<file path="src/rtl/eeprom_write_sequencer_if.sv">
// Bundle between the EEPROM write sequencer, its requester and the downstream
// task_controller bit-slot stage.
interface eeprom_write_sequencer_if;
    // Requester side: start is a one-shot request, honoured only while the
    // sequencer idles; busy/finished/error report progress.
    // Slot side: four-phase en/done handshake. task_en rises with task_com
    // stable, is held until task_done rises, then falls. The next slot
    // starts only after task_done has fallen again.
    logic        start;
    logic [15:0] mem_addr;
    logic [7:0]  wr_data;
    logic        busy;
    logic        finished;
    logic        error;
    logic [1:0]  task_com;
    logic        task_en;
    logic        task_done;

    modport master (
        output start, mem_addr, wr_data, task_done,
        input  busy, finished, error, task_com, task_en
    );

    modport slave (
        input  start, mem_addr, wr_data, task_done,
        output busy, finished, error, task_com, task_en
    );
endinterface

</file>
<file path="src/rtl/eeprom_write_sequencer.sv">
// Frames one I2C EEPROM byte write (START, control, address, data, ACK slots,
// STOP) as bit-slot commands for the downstream task_controller.
module eeprom_write_sequencer #(
    parameter logic [6:0] DEV_ADDR   = 7'h50,
    parameter int         ADDR_BYTES = 1,
    parameter logic [7:0] TIMEOUT    = 8'd255
) (
    input  logic                           clk,
    input  logic                           rst,
    eeprom_write_sequencer_if.slave        bus,
    output logic [2:0]                     dbg_state
);

    typedef enum logic [2:0] {
        IDLE    = 3'd0,
        ISSUE   = 3'd1,
        WAIT_HI = 3'd2,
        WAIT_LO = 3'd3,
        FINISH  = 3'd4,
        ABORT   = 3'd5
    } state_t;

    localparam logic [1:0] COM_BIT0  = 2'b00;
    localparam logic [1:0] COM_BIT1  = 2'b11;
    localparam logic [1:0] COM_START = 2'b10;
    localparam logic [1:0] COM_STOP  = 2'b01;

    // START + (control, address, data bytes) * (8 bits + ACK), STOP last
    localparam int         LAST_INT  = 1 + 9 * (2 + ADDR_BYTES);
    localparam logic [5:0] LAST_SLOT = LAST_INT[5:0];

    state_t      state_q, state_d;
    logic [5:0]  slot_q, slot_d;
    logic [3:0]  bit_q, bit_d;
    logic [2:0]  byte_q, byte_d;
    logic [7:0]  shift_q, shift_d;
    logic [7:0]  timer_q, timer_d;
    logic [15:0] addr_q, addr_d;
    logic [7:0]  data_q, data_d;
    logic [1:0]  com_q, com_d;
    logic        busy_q, fin_q, err_q, en_q;
    logic        busy_d, fin_d, err_d, en_d;

    logic [2:0]  nb_idx;
    logic [7:0]  next_byte;
    logic [1:0]  slot_com;

    assign nb_idx = byte_q + 3'd1;

    // Byte order on the wire: control, address (MSB byte first), data
    always_comb begin
        next_byte = 8'h00;
        if (ADDR_BYTES == 2) begin
            case (nb_idx)
                3'd1:    next_byte = addr_q[15:8];
                3'd2:    next_byte = addr_q[7:0];
                3'd3:    next_byte = data_q;
                default: next_byte = 8'h00;
            endcase
        end else begin
            case (nb_idx)
                3'd1:    next_byte = addr_q[7:0];
                3'd2:    next_byte = data_q;
                default: next_byte = 8'h00;
            endcase
        end
    end

    // ACK slots release SDA (11); nothing is sampled back
    always_comb begin
        slot_com = COM_BIT0;
        if (slot_q == 6'd0)
            slot_com = COM_START;
        else if (slot_q == LAST_SLOT)
            slot_com = COM_STOP;
        else if (bit_q == 4'd8)
            slot_com = COM_BIT1;
        else
            slot_com = shift_q[7] ? COM_BIT1 : COM_BIT0;
    end

    always_comb begin
        state_d = state_q;
        slot_d  = slot_q;
        bit_d   = bit_q;
        byte_d  = byte_q;
        shift_d = shift_q;
        timer_d = timer_q;
        addr_d  = addr_q;
        data_d  = data_q;
        com_d   = com_q;

        case (state_q)
            IDLE: begin
                if (bus.start && !bus.task_done) begin
                    addr_d  = bus.mem_addr;
                    data_d  = bus.wr_data;
                    slot_d  = 6'd0;
                    bit_d   = 4'd0;
                    byte_d  = 3'd0;
                    shift_d = {DEV_ADDR, 1'b0};
                    state_d = ISSUE;
                end
            end
            ISSUE: begin
                com_d   = slot_com;
                timer_d = 8'd0;
                state_d = WAIT_HI;
            end
            WAIT_HI: begin
                // A done edge on the timeout cycle takes priority
                if (bus.task_done)
                    state_d = WAIT_LO;
                else if (timer_q == TIMEOUT)
                    state_d = ABORT;
                else
                    timer_d = timer_q + 8'd1;
            end
            WAIT_LO: begin
                if (!bus.task_done) begin
                    if (slot_q == LAST_SLOT) begin
                        state_d = FINISH;
                    end else begin
                        slot_d  = slot_q + 6'd1;
                        state_d = ISSUE;
                        if (slot_q != 6'd0) begin
                            if (bit_q == 4'd8) begin
                                bit_d   = 4'd0;
                                byte_d  = nb_idx;
                                shift_d = next_byte;
                            end else begin
                                bit_d   = bit_q + 4'd1;
                                shift_d = {shift_q[6:0], 1'b0};
                            end
                        end
                    end
                end else if (timer_q == TIMEOUT) begin
                    state_d = ABORT;
                end else begin
                    timer_d = timer_q + 8'd1;
                end
            end
            FINISH:  state_d = IDLE;
            ABORT:   state_d = IDLE;
            default: state_d = IDLE;
        endcase

        // Outputs are registered decodes of the state being entered
        busy_d = (state_d == ISSUE) || (state_d == WAIT_HI) || (state_d == WAIT_LO);
        en_d   = (state_d == WAIT_HI);
        fin_d  = (state_d == FINISH);
        err_d  = (state_d == ABORT);
    end

    always_ff @(posedge clk) begin
        if (rst) begin
            state_q <= IDLE;
            slot_q  <= 6'd0;
            bit_q   <= 4'd0;
            byte_q  <= 3'd0;
            shift_q <= 8'h00;
            timer_q <= 8'd0;
            addr_q  <= 16'h0000;
            data_q  <= 8'h00;
            com_q   <= COM_BIT0;
            busy_q  <= 1'b0;
            fin_q   <= 1'b0;
            err_q   <= 1'b0;
            en_q    <= 1'b0;
        end else begin
            state_q <= state_d;
            slot_q  <= slot_d;
            bit_q   <= bit_d;
            byte_q  <= byte_d;
            shift_q <= shift_d;
            timer_q <= timer_d;
            addr_q  <= addr_d;
            data_q  <= data_d;
            com_q   <= com_d;
            busy_q  <= busy_d;
            fin_q   <= fin_d;
            err_q   <= err_d;
            en_q    <= en_d;
        end
    end

    assign bus.busy     = busy_q;
    assign bus.finished = fin_q;
    assign bus.error    = err_q;
    assign bus.task_en  = en_q;
    assign bus.task_com = com_q;
    assign dbg_state    = state_q;

endmodule

</file>
<file path="src/flat_wrapper.sv">
// flat-port wrapper written by rule: the top's interface ports become plain ports
module eeprom_write_sequencer_flat 
#(
    parameter logic [6:0] DEV_ADDR   = 7'h50,
    parameter int         ADDR_BYTES = 1,
    parameter logic [7:0] TIMEOUT    = 8'd255
)
  (clk, rst, dbg_state, bus_start, bus_mem_addr, bus_wr_data, bus_task_done, bus_busy, bus_finished, bus_error, bus_task_com, bus_task_en);
  eeprom_write_sequencer_if bus_i ();
  input  logic clk;
  input  logic rst;
  output logic [2:0] dbg_state;
  input wire logic [$bits(bus_i.start)-1:0] bus_start;
  input wire logic [$bits(bus_i.mem_addr)-1:0] bus_mem_addr;
  input wire logic [$bits(bus_i.wr_data)-1:0] bus_wr_data;
  input wire logic [$bits(bus_i.task_done)-1:0] bus_task_done;
  output wire logic [$bits(bus_i.busy)-1:0] bus_busy;
  output wire logic [$bits(bus_i.finished)-1:0] bus_finished;
  output wire logic [$bits(bus_i.error)-1:0] bus_error;
  output wire logic [$bits(bus_i.task_com)-1:0] bus_task_com;
  output wire logic [$bits(bus_i.task_en)-1:0] bus_task_en;
  assign bus_i.start = bus_start;
  assign bus_i.mem_addr = bus_mem_addr;
  assign bus_i.wr_data = bus_wr_data;
  assign bus_i.task_done = bus_task_done;
  assign bus_busy = bus_i.busy;
  assign bus_finished = bus_i.finished;
  assign bus_error = bus_i.error;
  assign bus_task_com = bus_i.task_com;
  assign bus_task_en = bus_i.task_en;
  eeprom_write_sequencer #(.DEV_ADDR(DEV_ADDR), .ADDR_BYTES(ADDR_BYTES), .TIMEOUT(TIMEOUT)) u_core (.clk(clk), .rst(rst), .bus(bus_i), .dbg_state(dbg_state));
endmodule
</file>
<file path="config.mk">
export PLATFORM = sky130hd
export DESIGN_NAME = eeprom_write_sequencer_flat
export DESIGN_NICKNAME = d
export VERILOG_FILES = /design/src/rtl/eeprom_write_sequencer_if.sv /design/src/rtl/eeprom_write_sequencer.sv /design/src/flat_wrapper.sv
export SDC_FILE = /design/constraint.sdc
export NUM_CORES = 1
export LEC_CHECK = 0
export BUFFER_PORTS_ARGS = -buffer_cell sky130_fd_sc_hd__buf_4
export CAP_MARGIN = 40
export CORE_ASPECT_RATIO = 1.4
export CORE_UTILIZATION = 52
export CTS_CLUSTER_SIZE = 12
export DETAILED_ROUTE_END_ITERATION = 12
export PLACE_DENSITY = 0.76
export SKIP_LAST_GASP = 1
export SYNTH_ARGS = -nofsm -noshare
export SYNTH_HDL_FRONTEND = slang
export SYNTH_SLANG_ARGS = --single-unit
</file>
<file path="constraint.sdc">
create_clock -name clk -period 1.66 [get_ports clk]
set_clock_uncertainty 0.05 [all_clocks]
set_input_delay 0.166 -clock clk [delete_from_list [all_inputs] [get_ports clk]]
set_output_delay 0.166 -clock clk [all_outputs]
set_load 0.1 [all_outputs]
</file>
==> run summary <==
## Finish
* **combined flip-flop and latch cell area** 0.001096 mm2
* **ant diodes** 0
* **final-stage net count** 463
* **footprint of the multi-input gates** 0.001782 mm2
* **layout filler cell count** 377
* **non-filler instance count after layout** 494
* **growth of design area from synthesis to finish** 38.08%
* **utilization after layout** 0.7499
* **share of cells above drive strength 1** 0.3785

## Clocking
* **root cell of the clock tree** sky130_fd_sc_hd__clkbuf_8
* **clock network latency to the later pin of the worst-skew pair** 330 ps
* **Max Root-Sink Buffers** 2
* **number of buffers created by CTS** 5
* **number of hold buffers added after cts** 0
* **total clock sinks** 54
* **CTS tree** done
* **H-tree Lvls** 2
* **CTS clock-pin slew for the worst setup and hold paths** 110 ps

## Worst setup path
* **data required time of the worst path** 1830 ps
* **worst reg-to-reg path cell count** 9
* **setup slack, reg-to-reg** -130 ps
* **Critical Path Start Type** register
* **Critical R2R Capture** u_core.dbg_state[0]
* **Crit path largest cell delay** 340 ps
* **maximum fanout along the worst path** 5
* **cell breakdown of the critical path** inv_2 > ha_4 > nand4b_1 > buf_4 > o21a_4 > a311oi_2 > buf_4 > buf_6 > nor2_1
* **critical path class** reg2reg
* **Worst setup EP type** register
* **cell repeated most along the worst path** sky130_fd_sc_hd__buf_4
* **crit path max-delay cell type** sky130_fd_sc_hd__dfxtp_2
* **Critical R2R Launch** u_core.slot_q[0]
* **data arrival time of the critical path** 1960 ps

## Synth
* **post-synth design cell area** 0.002823 mm2
* **synthesized netlist net count** 372
* **simple-gate share of the synthesized area** 0.2549
* **most frequently used flop master after synthesis** sky130_fd_sc_hd__dfxtp_1
* **mux share of post-synthesis cell area** 0.02216
* **FF+latch count, synth** 54
* **xor and xnor fraction of the mapped netlist area** 0.009309
* **Distinct cells, synth** 64
* **dominant combinational cell family by area after synthesis** simple AND/OR/NAND/NOR gates
* **post-synthesis compound-gate area fraction** 0.2398
* **ys async rst share** 0
* **mean instance size in the synthesized netlist** 8.401 um2
* **number of enable flip-flop cells after synthesis** 0
* **gate count after technology mapping** 336
* **post-synthesis adder-cell area fraction** 0.03546
* **Yosys warning total** 0
* **sequential share of the synthesized area** 0.3830

## STA
* **count of pins over their slew limit** 0
* **pin slew with the least headroom to its limit** 433.0 ps
* **final period utilization** 1.078
* **FMAX** 0.5588 GHz
* **final hold violations** 0
* **final-report setup violation count** 25
* **RSZ-0062 raised after global routing** true
* **headroom to the max-slew limit** 0.7108
* **final critical-path required period** 1790 ps
* **Setup WS post-layout** -129.7 ps

## Floorplanning
* **effective utilization at floorplan** 0.5431
* **core footprint** 0.005197 mm2
* **chip height** 89.18 um
* **Die X-Extent** 64.27 um
* **overall die area** 0.005731 mm2
* **I/O pin cnt** 37
* **FP Rows** 31

## Pwr
* **sequential group share of total power** 0.538
* **Static Leak** 1.487 nW
* **net switching power** 720.6 uW
* **maximum vdd ir drop** 615.4 uV
* **cell internal power dissipation** 1.793 mW
* **clock group share of total power** 0.302
* **Switching Fraction** 0.2867
* **pwr/cell area** 644.9 mW/mm2
* **fraction of power consumed by combinational cells** 0.160

## Place
* **Detail Placement HPWL** 4.843 mm
* **count of input and output buffers** 28
* **Routability Congestion** 0.8689
* **Inst Count DP** 461

## Drt
* **Antenna Violating Nets Remaining** 0
* **number of remaining DRC errors** 0
* **post-detailed-route wirelength per cell** 16.34 um
* **DRT iter0 DRCs** 197
* **drt pass-1 iters** 5
* **Vias per Instance** 5.852
* **wirelength, routed** 8.074 mm
* **via total after detailed routing** 2891

## Min path
* **origin of the worst min-delay path** bus_mem_addr[0]
* **number of cells traversed by the worst hold path** 3
* **Hold Crit Class** in2reg
* **endpoint of the worst hold path** u_core.addr_q[0]

## Run status
* **status** finished with violations
* **failing checks** negative setup slack

## Run
* **number of violations of the max-capacitance limit** 0

## Global routing
* **first-pass GRT wire length** 11.47 mm
* **number of antenna violations at the first check in global routing** 0
* **maximum number of pins on one net before global-route repair** 37
* **global-route usage over all layers** 0.2553
* **vias in the first global route** 2612
* **overflow left after global routing** 0

## power by group through the flow
stage          Combinational [mW]  Sequential [mW]  Clock [mW]
3_3_place_gp                0.335             1.38           0
5_1_grt                     0.429             1.36       0.815
6_report                    0.403             1.35       0.758
2_1_floorplan               0.162             1.44           0
3_5_place_dp                0.338             1.39           0
4_1_cts                     0.352             1.36       0.769
## through the flow
| step | setup WS [ps] | power, mW | instance area [um2] | hold WS, ps | setup TNS (ps) |
|---|---|---|---|---|---|
| floorplan | -70.70 | 1.605 | 2859 | 252.0 | -240.7 |
| global placement | -99.78 | 1.719 | 3426 | 362.7 | -1500 |
| detailed placement | -161.7 | 1.724 | 3426 | 370.1 | -2017 |
| CTS | -50.81 | 2.476 | 3660 | 37.10 | -173.0 |
| global route | -188.2 | 2.600 | 3897 | 34.64 | -3627 |
| finish | -129.7 | 2.514 | 3897 | 35.75 | -1655 |
## registers in the layout, indices dropped and copies added, names as in the netlist
| register | cells |
|---|---|
| u_core.data_q | 8 |
| u_core.bit_q | 4 |
| u_core.bus.task_en | 1 |
| u_core.dbg_state | 3 |
| u_core.slot_q | 6 |
| u_core.byte_q | 3 |
| u_core.bus.error | 1 |
| u_core.bus.task_com | 2 |
| u_core.bus.busy | 1 |
| u_core.shift_q | 8 |
| u_core.bus.finished | 1 |
| u_core.timer_q | 8 |
| u_core.addr_q | 8 |
## cell usage after synthesis (4+ instances only)
cell | instances | area [um2]
sky130_fd_sc_hd__o32ai_1 | 6 | 52.55
sky130_fd_sc_hd__dfxtp_1 | 54 | 1081
sky130_fd_sc_hd__or3_1 | 4 | 25.02
sky130_fd_sc_hd__o211ai_1 | 10 | 75.07
sky130_fd_sc_hd__inv_1 | 19 | 71.32
sky130_fd_sc_hd__o21ai_0 | 6 | 30.03
sky130_fd_sc_hd__nand4_1 | 5 | 31.28
sky130_fd_sc_hd__nor3_1 | 10 | 50.05
sky130_fd_sc_hd__and2_1 | 4 | 25.02
sky130_fd_sc_hd__buf_2 | 5 | 25.02
sky130_fd_sc_hd__clkbuf_1 | 8 | 30.03
sky130_fd_sc_hd__nor2_1 | 10 | 37.54
sky130_fd_sc_hd__a22oi_1 | 9 | 67.56
sky130_fd_sc_hd__mux2i_1 | 4 | 40.04
sky130_fd_sc_hd__nand3_1 | 16 | 80.08
sky130_fd_sc_hd__a21oi_1 | 33 | 165.2
sky130_fd_sc_hd__nand2_1 | 44 | 165.2
sky130_fd_sc_hd__nand2b_1 | 6 | 37.54
sky130_fd_sc_hd__nor2b_1 | 6 | 37.54
sky130_fd_sc_hd__ha_1 | 8 | 100.1
## metal layers
layer | track usage | vias to the layer above | part of all wire
li1 | - | 1417 | -
met1 | 0.2742 | 1350 | 0.38
met2 | 0.4785 | 98 | 0.54
met3 | 0.04209 | 26 | 0.042
met4 | 0.1313 | 0 | 0.036
met5 | 0 | - | 0
## cell families after synthesis
family                   Yosys count
AO/OA/AOI/OAI                     97
adder cells (fa/ha/maj)            8
AND/OR/NAND/NOR                  131
buffers and inverters             37
multiplexers                       6
XOR/XNOR                           3
flip-flops                        54
## final cells by class
cell class,count,area share
Clock inverter,3,0.005457
Sequential cell,54,0.2812
Timing Repair Buffer,102,0.1990
Tap cell,66,0.02119
Multi-Input combinational cell,245,0.4571
Clock buffer,5,0.01766
Inverter,19,0.01830
## worst max path at each step
| stage | slack, ps | start | end | cells after the start |
|---|---|---|---|---|
| 6_report | -130 | u_core.slot_q[0] | u_core.dbg_state[0] | 9 |
| 5_1_grt | -190 | u_core.slot_q[0] | u_core.bus.task_en | 8 |
| 4_1_cts | -50 | u_core.slot_q[0] | u_core.bit_q[3] | 8 |
| 3_5_place_dp | -160 | u_core.slot_q[0] | u_core.shift_q[2] | 6 |
| 3_3_place_gp | -100 | u_core.slot_q[0] | u_core.shift_q[2] | 6 |
| 2_1_floorplan | -70 | u_core.dbg_state[1] | u_core.slot_q[3] | 4 |
## layout by cell type (no fill, tap or decap), types with 4 or more instances in the layout
master and instances:
sky130_fd_sc_hd__nand4_1 5, sky130_fd_sc_hd__a22oi_1 8, sky130_fd_sc_hd__nor2b_1 5, sky130_fd_sc_hd__nor3_1 8, sky130_fd_sc_hd__ha_1 6, sky130_fd_sc_hd__o32ai_1 6, sky130_fd_sc_hd__dfxtp_1 48, sky130_fd_sc_hd__nor2_1 9
sky130_fd_sc_hd__mux2i_1 4, sky130_fd_sc_hd__buf_6 4, sky130_fd_sc_hd__clkbuf_8 5, sky130_fd_sc_hd__nand2_1 43, sky130_fd_sc_hd__nand2b_1 6, sky130_fd_sc_hd__a21oi_1 31, sky130_fd_sc_hd__nand3_1 13, sky130_fd_sc_hd__inv_1 16
sky130_fd_sc_hd__o211ai_1 10, sky130_fd_sc_hd__buf_4 96
## critical path: cells and delay by family, from the launching register on
family / cells / cell delay (ps)
AO/OA/AOI/OAI: 2 / 460
adder cells (fa/ha/maj): 1 / 150
buffers and inverters: 4 / 530
flip-flops: 1 / 340
AND/OR/NAND/NOR: 2 / 170
## repair_timing
action / in CTS / in global routing
endpoints found under the setup margin: 28 / 47
gates resized for setup: 21 / 34
setup buffers: 9 / 16
hold endpoints to repair: 0 / 0
pin swaps: 9 / 11
No activity file was read; power rests on OpenSTA's default activity.
